File: src/rtl/l1ca_code_ctrl_pkg.sv
// rtl/l1ca_code_ctrl_pkg.sv - shared types and constants for the L1 C/A code sequencer
package l1ca_code_ctrl_pkg;

  localparam int L1CA_CODE_LEN     = 1023;
  localparam int L1CA_CHIP_RATE_HZ = 1_023_000;

  typedef enum logic [1:0] {
    OP_NOP   = 2'd0,
    OP_START = 2'd1,
    OP_SLEW  = 2'd2,
    OP_STOP  = 2'd3
  } code_ctrl_op_t;

  typedef logic [1:0] code_ctrl_state_t;

  localparam code_ctrl_state_t ST_IDLE = 2'd0;
  localparam code_ctrl_state_t ST_LOAD = 2'd1;
  localparam code_ctrl_state_t ST_RUN  = 2'd2;
  localparam code_ctrl_state_t ST_SLEW = 2'd3;

  // Commands are only taken in the two steady states.
  function automatic logic accepts_cmd(input code_ctrl_state_t s);
    return (s == ST_IDLE) || (s == ST_RUN);
  endfunction

endpackage

File: src/rtl/l1ca_code_ctrl_if.sv
// rtl/l1ca_code_ctrl_if.sv - command channel into the code sequencer
interface l1ca_code_ctrl_if
  import l1ca_code_ctrl_pkg::*;
#(
  parameter int NCO_W  = 32,
  parameter int SLEW_W = 10
);

  logic              cmd_valid;
  logic              cmd_ready;
  code_ctrl_op_t     cmd_op;
  logic [4:0]        cmd_sv;
  logic [NCO_W-1:0]  cmd_fcw;
  logic [SLEW_W-1:0] cmd_slew;

  modport master (
    output cmd_valid, cmd_op, cmd_sv, cmd_fcw, cmd_slew,
    input  cmd_ready
  );

  modport slave (
    input  cmd_valid, cmd_op, cmd_sv, cmd_fcw, cmd_slew,
    output cmd_ready
  );

endinterface

File: src/rtl/l1ca_code_ctrl_code_nco.sv
// rtl/l1ca_code_ctrl_code_nco.sv - code NCO accumulator producing one carry per chip
module code_nco #(
  parameter int NCO_W = 32
) (
  input  logic             clk,
  input  logic             rst,
  input  logic             clear,
  input  logic             en,
  input  logic [NCO_W-1:0] fcw,
  output logic [NCO_W-1:0] acc,
  output logic             carry
);

  logic [NCO_W:0] sum;

  always_comb begin
    sum   = {1'b0, acc} + {1'b0, fcw};
    carry = en & sum[NCO_W];
  end

  always_ff @(posedge clk) begin
    if (rst || clear) begin
      acc <= '0;
    end else if (en) begin
      acc <= sum[NCO_W-1:0];
    end
  end

endmodule

File: src/rtl/l1ca_code_ctrl.sv
// rtl/l1ca_code_ctrl.sv - START/SLEW/STOP sequencer pacing one l1ca_code generator
module l1ca_code_ctrl
  import l1ca_code_ctrl_pkg::*;
#(
  parameter int NCO_W       = 32,
  parameter int EPOCH_CNT_W = 16,
  parameter int SLEW_W      = 10
) (
  input  logic                   clk,
  input  logic                   rst,
  input  logic                   sample_en,
  l1ca_code_ctrl_if.slave        cmd,
  output logic                   gen_en,
  output logic                   gen_clear,
  output logic [4:0]             gen_sv,
  input  logic                   gen_epoch,
  output logic                   running,
  output logic                   epoch_pulse,
  output logic [EPOCH_CNT_W-1:0] epoch_cnt,
  output logic [NCO_W-1:0]       code_phase
);

  code_ctrl_state_t  state;
  code_ctrl_state_t  state_nx;
  logic [NCO_W-1:0]  fcw;
  logic [SLEW_W-1:0] slew_cnt;
  logic              gen_epoch_q;
  logic              accept;
  logic              nco_en;
  logic              nco_clear;
  logic              nco_carry;
  logic              epoch_rise;

  assign accept     = cmd.cmd_valid & cmd.cmd_ready;
  assign nco_en     = (state == ST_RUN) & sample_en;
  assign nco_clear  = (state == ST_LOAD);
  assign epoch_rise = gen_epoch & ~gen_epoch_q & ((state == ST_RUN) || (state == ST_SLEW));

  code_nco #(.NCO_W(NCO_W)) u_nco (
    .clk   (clk),
    .rst   (rst),
    .clear (nco_clear),
    .en    (nco_en),
    .fcw   (fcw),
    .acc   (code_phase),
    .carry (nco_carry)
  );

  always_comb begin
    state_nx = state;
    case (state)
      ST_IDLE: if (accept && cmd.cmd_op == OP_START) state_nx = ST_LOAD;
      ST_LOAD: state_nx = ST_RUN;
      ST_RUN: begin
        if (accept) begin
          case (cmd.cmd_op)
            OP_START: state_nx = ST_LOAD;
            OP_STOP:  state_nx = ST_IDLE;
            OP_SLEW:  if (cmd.cmd_slew != '0) state_nx = ST_SLEW;
            default:  state_nx = ST_RUN;
          endcase
        end
      end
      ST_SLEW: if (slew_cnt == SLEW_W'(1)) state_nx = ST_RUN;
      default: state_nx = ST_IDLE;
    endcase
  end

  // Status outputs are registered from the next state so they line up with it.
  always_ff @(posedge clk) begin
    if (rst) begin
      state         <= ST_IDLE;
      cmd.cmd_ready <= 1'b0;
      running       <= 1'b0;
      gen_clear     <= 1'b1;
      gen_en        <= 1'b0;
      gen_sv        <= '0;
      fcw           <= '0;
      slew_cnt      <= '0;
      gen_epoch_q   <= 1'b0;
      epoch_pulse   <= 1'b0;
      epoch_cnt     <= '0;
    end else begin
      state         <= state_nx;
      cmd.cmd_ready <= accepts_cmd(state_nx);
      running       <= (state_nx == ST_RUN) || (state_nx == ST_SLEW);
      gen_clear     <= (state_nx == ST_IDLE) || (state_nx == ST_LOAD);

      if (accept && cmd.cmd_op == OP_START) begin
        gen_sv <= cmd.cmd_sv;
        fcw    <= cmd.cmd_fcw;
      end

      if (state == ST_RUN && state_nx == ST_SLEW) begin
        slew_cnt <= cmd.cmd_slew;
      end else if (state == ST_SLEW) begin
        slew_cnt <= slew_cnt - 1'b1;
      end

      // The carry from the cycle that enters SLEW still goes out as a chip.
      if (state == ST_SLEW) begin
        gen_en <= 1'b1;
      end else if (state == ST_RUN && (state_nx == ST_RUN || state_nx == ST_SLEW)) begin
        gen_en <= nco_carry;
      end else begin
        gen_en <= 1'b0;
      end

      if (state == ST_LOAD) begin
        gen_epoch_q <= 1'b0;
        epoch_pulse <= 1'b0;
        epoch_cnt   <= '0;
      end else begin
        gen_epoch_q <= gen_epoch;
        epoch_pulse <= epoch_rise;
        if (epoch_rise) epoch_cnt <= epoch_cnt + 1'b1;
      end
    end
  end

endmodule

File: src/flat_wrapper.sv
// flat-port wrapper written by rule: the top's interface ports become plain ports
module l1ca_code_ctrl_flat import l1ca_code_ctrl_pkg::*;
#(
  parameter int NCO_W       = 32,
  parameter int EPOCH_CNT_W = 16,
  parameter int SLEW_W      = 10
)
  (clk, rst, sample_en, gen_en, gen_clear, gen_sv, gen_epoch, running, epoch_pulse, epoch_cnt, code_phase, cmd_cmd_valid, cmd_cmd_op, cmd_cmd_sv, cmd_cmd_fcw, cmd_cmd_slew, cmd_cmd_ready);
  l1ca_code_ctrl_if #(.NCO_W(NCO_W), .SLEW_W(SLEW_W)) cmd_i ();
  input  logic clk;
  input  logic rst;
  input  logic sample_en;
  output logic gen_en;
  output logic gen_clear;
  output logic [4:0] gen_sv;
  input  logic gen_epoch;
  output logic running;
  output logic epoch_pulse;
  output logic [EPOCH_CNT_W-1:0] epoch_cnt;
  output logic [NCO_W-1:0] code_phase;
  input wire logic [$bits(cmd_i.cmd_valid)-1:0] cmd_cmd_valid;
  input wire logic [$bits(cmd_i.cmd_op)-1:0] cmd_cmd_op;
  input wire logic [$bits(cmd_i.cmd_sv)-1:0] cmd_cmd_sv;
  input wire logic [$bits(cmd_i.cmd_fcw)-1:0] cmd_cmd_fcw;
  input wire logic [$bits(cmd_i.cmd_slew)-1:0] cmd_cmd_slew;
  output wire logic [$bits(cmd_i.cmd_ready)-1:0] cmd_cmd_ready;
  assign cmd_i.cmd_valid = cmd_cmd_valid;
  assign cmd_i.cmd_op = cmd_cmd_op;
  assign cmd_i.cmd_sv = cmd_cmd_sv;
  assign cmd_i.cmd_fcw = cmd_cmd_fcw;
  assign cmd_i.cmd_slew = cmd_cmd_slew;
  assign cmd_cmd_ready = cmd_i.cmd_ready;
  l1ca_code_ctrl #(.NCO_W(NCO_W), .EPOCH_CNT_W(EPOCH_CNT_W), .SLEW_W(SLEW_W)) u_core (.clk(clk), .rst(rst), .sample_en(sample_en), .cmd(cmd_i), .gen_en(gen_en), .gen_clear(gen_clear), .gen_sv(gen_sv), .gen_epoch(gen_epoch), .running(running), .epoch_pulse(epoch_pulse), .epoch_cnt(epoch_cnt), .code_phase(code_phase));
endmodule
File: config.mk
export PLATFORM = sky130hd
export DESIGN_NAME = l1ca_code_ctrl_flat
export DESIGN_NICKNAME = d
export VERILOG_FILES = /design/src/rtl/l1ca_code_ctrl_pkg.sv /design/src/rtl/l1ca_code_ctrl_if.sv /design/src/rtl/l1ca_code_ctrl_code_nco.sv /design/src/rtl/l1ca_code_ctrl.sv /design/src/flat_wrapper.sv
export SDC_FILE = /design/constraint.sdc
export NUM_CORES = 1
export LEC_CHECK = 0
export CORE_MARGIN = 2
export CORE_UTILIZATION = 45
export CTS_CLUSTER_SIZE = 8
export DETAILED_ROUTE_END_ITERATION = 7
export PLACE_DENSITY_LB_ADDON = 0.08
export SYNTH_ARGS = -nofsm -noshare
export SYNTH_HDL_FRONTEND = slang
export SYNTH_SLANG_ARGS = --single-unit
export TNS_END_PERCENT = 1
File: constraint.sdc
create_clock -name clk -period 2.44 [get_ports clk]
set_input_delay 0.488 -clock clk [delete_from_list [all_inputs] [get_ports clk]]
set_output_delay 0.488 -clock clk [all_outputs]
set_load 0.02 [all_outputs]
Yosys cells after proc, flatten, opt, wreduce, memory -nomap -nowiden

Cells that the tools add are included.

Add/sub/neg operators: 3
Equality and inequality tests: 10
Multiplexer cells: 10
Bitwise operators: 6
Reductions and logical operators: 13

Operators by type and width:

| cell                                               | number |
|---|---|
| adder 32 x 32 -> 33 bit                            | 1 |
| two-way mux 10 bit                                 | 2 |
| adder 16 x 1 -> 16 bit, second input constant      | 1 |
| == test 2 bit, second input constant               | 6 |
| == test 10 x 1 -> 1 bit, second input constant     | 1 |
| nonzero test 10 bit                                | 1 |
| subtractor 10 x 1 -> 10 bit, second input constant | 1 |
| two-way mux 2 bit                                  | 4 |
| case mux 2 bit (4 select lines)                    | 1 |
| == test 2 x 1 -> 1 bit, second input constant      | 3 |
| case mux 2 bit (3 select lines)                    | 1 |
| bitwise AND 1 bit                                  | 5 |
| logical OR 1 bit                                   | 5 |
| logical NOT 2 bit                                  | 2 |
| logical AND 1 bit                                  | 3 |
| two-way mux 1 bit                                  | 2 |
| nonzero test 2 bit                                 | 1 |
| OR reduction 2 bit                                 | 1 |
| NOT 1 bit                                          | 1 |

Register bits after elaboration: 103
Input port bits: 54
Output and inout port bits: 58
Word-level logic and storage cells: 54

Depth between registers and ports, before layout

Word-level depth: 10
Mapped depth: 10

By module

A second synthesis with hierarchy kept.

Cell total of the unflattened synthesis: 678
Area, all modules: 5640.4 sq um

Modules (own cells, without submodules):

| module         | instances | cells an instance | area an instance (sq um) |
|---|---|---|---|
| l1ca_code_ctrl | 1         | 349               | 2907.8 |
| code_nco       | 1         | 329               | 2732.6 |

Worst setup path after synthesis

No wires, ideal clock.

Path kind: flip-flop to flip-flop
From: register u_core.u_nco.acc[11]
To: register u_core.u_nco.acc[30]
Data arrival time: 2.532 ns
Data required time: 2.308 ns
Setup slack: -0.224 ns
Cell stages (with the launch flop): 10
Path buffers: 0
Cell sequence: dfxtp_1 > ha_1 > a21o_1 > a211o_1 > a221oi_2 > a21oi_1 > o311a_4 > a41o_1 > a211oi_1 > a211oi_2

Word-level cells in the longest chain between the ends: 1

Ends and longest elaborated chain:

| what                     | line                          | source |
|---|---|---|
| start: declaration       | l1ca_code_ctrl_code_nco.sv:10 | `output logic [NCO_W-1:0] acc,` |
| start signal: assignment | l1ca_code_ctrl_code_nco.sv:25 | `acc <= sum[NCO_W-1:0];` |
| adder 32 x 32 -> 33 bit  | l1ca_code_ctrl_code_nco.sv:17 | `sum = {1'b0, acc} + {1'b0, fcw};` |

Every way passes these cells.
A chain may end at the register's enable or synchronous reset.

Final worst setup path

From: register u_core.u_nco.acc[1]
To: register u_core.u_nco.acc[28]

Same word-level chain as after synthesis.

==> impl_summary.log <==
INFO  metric outcome = complete, no violations
INFO  metric number_of_flip_flops_and_latches_in_the_synthesized_netlist = 103
INFO  metric highest_fanout_seen_on_the_critical_path = 4
INFO  metric num_io_pins = 112
INFO  metric critical_path.slowest_cell = sky130_fd_sc_hd__fa_2
INFO  metric drv_cap = 0
INFO  metric cts_hold_repair.buffers = 0
INFO  metric clock_period_minus_final_worst_setup_slack = 2440 ps
INFO  metric timing.rr.start = u_core.u_nco.acc[1]$_SDFFE_PP0P_
INFO  metric adder_cell_share_of_the_synthesized_area = 8.46%
INFO  metric setup_violations = 0
INFO  metric timing.critical_path.cells = buf_4, fa_2, a21oi_4, o21ai_2, nand3_1, a21oi_2, o311a_4, a41o_4, buf_6, xnor2_2, o21ai_1
INFO  metric fin_crit_sh = 99.9%
INFO  metric synthesis.area = between 5000 and 6000 um2
INFO  metric critPathKind = flop to flop
INFO  metric area_delta_synth_final = 45.3%
INFO  metric drive_above_1_share = 18.9%
INFO  metric synth_xor_xnor_area_share = 7.12%
INFO  metric antenna_cells_inserted = 0
INFO  metric grt_start_max_net_pins = 53
INFO  metric dr.first_iter.drc_count = 295
INFO  metric clk_pin_slew_worst_paths = ~70 ps
INFO  metric finalCoreUtilization = 66.3%
INFO  metric slowest_delay = about 410 ps
INFO  metric timing.critical_path.depth = 11
INFO  metric drt.antenna.violating_nets = 0
INFO  metric commonest_non_fill_non_tap_cell_in_the_layout = sky130_fd_sc_hd__nand2_1
INFO  metric core-area = 11900 um2
INFO  metric synth_top_family_by_area = simple AND/OR/NAND/NOR gates
INFO  metric number_of_antenna_violations_at_the_first_check_in_global_routing = 0
INFO  metric hp-start = u_core.fcw[29]$_SDFFE_PP0P_
INFO  metric drcViolationCount = 0
INFO  metric cp.buffers_inverters = 2
INFO  metric syn-num-nets = just under 800
INFO  metric rsz_0062_raised_after_global_routing = yes
INFO  metric r2r_cells = 11
INFO  metric routabilityCongestion = 0.884
INFO  metric port-buffer-count = about 110
INFO  metric tritoncts = done
INFO  metric finalSetupTns = 0 ps
INFO  metric chipHeight = about 110 um
INFO  metric clk_path_buf_depth = 2
INFO  metric max_freq = 410 MHz
INFO  metric layout_common_cells = sky130_fd_sc_hd__nand2_1, sky130_fd_sc_hd__clkdlybuf4s50_1, sky130_fd_sc_hd__dfxtp_1, sky130_fd_sc_hd__buf_4, sky130_fd_sc_hd__a21oi_1
INFO  metric clock_sinks = 103
INFO  metric worst_ir_drop_vdd = 410 uV
INFO  metric drt_pass1_iterations = 5
INFO  metric timing.max_slew.rel_slack = 42.4%
INFO  metric grt_first_pass_wirelength = ~25000 um
INFO  metric worst_hold_path_type = flop to flop
INFO  metric cts_root_buf = sky130_fd_sc_hd__clkbuf_16
INFO  metric post_synth_and_or_nand_nor_area_fraction = 22.6%
INFO  metric crit_required = 2670 ps
INFO  metric initial_core_util = a little under half
INFO  metric tightestPinTransition = 861 ps
INFO  metric crit_path_end_kind = flop
INFO  metric synthDistinctLibCells = between 50 and 60
INFO  metric power_total = 0.00342 W
INFO  metric postRouteWirelength = 14900 um
INFO  metric fin_worst_hold_slack = 460 ps
INFO  metric first_global_vias = ~5300
INFO  metric die_area = 12900 um2
INFO  metric path_delay_family = compound AO/OA/AOI/OAI gates
INFO  metric clock_tree.htree_level_count = 3
INFO  metric finalNetCount = 953
INFO  metric viasPerCell = 5.42
INFO  metric synth-compound-area-share = 20.3%
INFO  metric timing.final.max_slew_violations = 0
INFO  metric power_leakage = 3.05 nW
INFO  metric ys.warnings.count = 0
INFO  metric pwr_density = 435 nW/um2
INFO  metric finalInstanceArea = 7860 um2
INFO  metric timing.critical_path.from_type = flop
INFO  metric number_of_flops_mapped_to_enable_cells_by_yosys = 0
INFO  metric crit_start = u_core.u_nco.acc[1]$_SDFFE_PP0P_
INFO  metric hold_violations = 0
INFO  metric dp_hpwl = 10900 um
INFO  metric post_synthesis_mux_area_share = 0.370%
INFO  metric number_of_cells_produced_by_synthesis = 681
INFO  metric route.vias.total = 5501
INFO  metric placed_area = around 7300 um2
INFO  metric final.setup_skew = between 7 and 8 ps
INFO  metric hold-path-cell-count = 2
INFO  metric wire_per_inst = 14.7 um
INFO  metric async_reset_ff_share = 0%
INFO  metric die_width = 114 um
INFO  metric combined_global_route_utilization_of_all_metal_layers = 23.2%
INFO  metric num_rows = 40
INFO  metric avgSynthCellArea = 7.95 um2
INFO  metric grt-ovfl-total = 0
INFO  metric numCtsBuffers = 9
INFO  metric clk-insertion-delay-late = 350 ps
INFO  metric ys_seq_area_share = 38.1%
INFO  metric synth_top_flop_cell = sky130_fd_sc_hd__dfxtp_1
INFO  metric worst-endpoint-arrival = 2670 ps
-- power by group --
group | leakage, nW | total, W | internal, W | switching [W]
sequential | 0.837 | 0.00171 | 0.00170 | 0.0000129
clock | 0.141 | 0.00145 | 0.000803 | 0.000652
combinational | 2.08 | 0.000254 | 0.000136 | 0.000118
total | 3.05 | 0.00342 | 0.00263 | 0.000783
-- area by class of cell --
cell class / instances / area, um2
fillers: 1031 / 4000
multi-input cells: 535 / 3470
flip-flops and latches: 103 / 2080
repair buffers: 198 / 1780
clock buffers: 10 / 229
well taps: 147 / 184
clock inverters: 6 / 70.1
inverters: 16 / 60.1
-- Yosys cell counts (4+ instances only) --
| master | number | area share (%) |
|---|---|---|
| sky130_fd_sc_hd__nor3b_1 | 4 | 0.55 |
| sky130_fd_sc_hd__nand3_1 | 27 | 2.5 |
| sky130_fd_sc_hd__ha_1 | 35 | 8.1 |
| sky130_fd_sc_hd__o211ai_1 | 8 | 1.1 |
| sky130_fd_sc_hd__inv_1 | 16 | 1.1 |
| sky130_fd_sc_hd__o21ai_0 | 17 | 1.6 |
| sky130_fd_sc_hd__nand2_1 | 139 | 9.6 |
| sky130_fd_sc_hd__xnor2_1 | 22 | 3.6 |
| sky130_fd_sc_hd__or3_1 | 10 | 1.2 |
| sky130_fd_sc_hd__a211oi_1 | 12 | 1.7 |
| sky130_fd_sc_hd__xor2_1 | 22 | 3.6 |
| sky130_fd_sc_hd__a21o_1 | 13 | 1.8 |
| sky130_fd_sc_hd__clkbuf_1 | 21 | 1.5 |
| sky130_fd_sc_hd__nor3_1 | 9 | 0.83 |
| sky130_fd_sc_hd__and3_1 | 5 | 0.58 |
| sky130_fd_sc_hd__a22oi_1 | 4 | 0.55 |
| sky130_fd_sc_hd__dfxtp_1 | 103 | 38 |
| sky130_fd_sc_hd__a21oi_1 | 94 | 8.7 |
| sky130_fd_sc_hd__or2_2 | 5 | 0.58 |
| sky130_fd_sc_hd__nand2b_1 | 4 | 0.46 |
| sky130_fd_sc_hd__o21a_1 | 4 | 0.55 |
| sky130_fd_sc_hd__a2111oi_0 | 4 | 0.65 |
| sky130_fd_sc_hd__nor2_1 | 53 | 3.7 |
-- registers in the layout (all words and copies together), names as in the netlist --
register,count
u_core.fcw,32
u_core.u_nco.acc,32
u_core.epoch_cnt,16
u_core.slew_cnt,10
u_core.gen_sv,5
u_core.state,2
u_core.cmd.cmd_ready,1
u_core.epoch_pulse,1
u_core.gen_clear,1
u_core.gen_en,1
u_core.gen_epoch_q,1
u_core.running,1
-- worst register-to-register path, stage by stage (launching register included) --
cell                      delay [ps]
sky130_fd_sc_hd__dfxtp_4         360
sky130_fd_sc_hd__buf_4           140
sky130_fd_sc_hd__fa_2            410
sky130_fd_sc_hd__a21oi_4         160
sky130_fd_sc_hd__o21ai_2         120
sky130_fd_sc_hd__nand3_1         130
sky130_fd_sc_hd__a21oi_2          90
sky130_fd_sc_hd__o311a_4         340
sky130_fd_sc_hd__a41o_4          240
sky130_fd_sc_hd__buf_6           120
sky130_fd_sc_hd__xnor2_2         140
sky130_fd_sc_hd__o21ai_1          70
-- stage by stage --
stage / std cells / setup WS (ps)
after CTS: 1011 / -0.508
after global routing: 1015 / -76.7
final: 1015 / 3.06
after floorplan: 681 / -19.2
after detailed placement: 994 / -266
after global placement: 994 / -175
-- layer usage --
layer  wire length, um  global-route usage (%)
met5                 0                       0
met4               219                    5.85
met3               650                    5.63
met2              7410                    40.7
met1              6670                    28.7
-- final timing paths --
kind	endpoint	slack (ps)
setup / recovery	u_core.u_nco.acc[28]$_SDFFE_PP0P_	3
hold / removal	u_core.fcw[29]$_SDFFE_PP0P_	460
setup reg to reg	u_core.u_nco.acc[28]$_SDFFE_PP0P_	3
hold reg to reg	u_core.fcw[29]$_SDFFE_PP0P_	460
-- timing repair --
action / CTS / global route
endpoints found under the setup margin: 9 / 22
hold endpoints to repair: 0 / 0
pin swaps: 12 / 15
setup buffers: 1 / 4
resized for setup: 19 / 28
-- cell families (layout without fill, tap and decap cells) --
logic type	after synthesis	in the layout
compound gates	178	178
fa+ha+maj	36	36
xor+xnor	44	44
flops	103	103
mux	2	2
simple gates	275	275
buf+inv	43	230
Power figures use the tool's default switching activity.
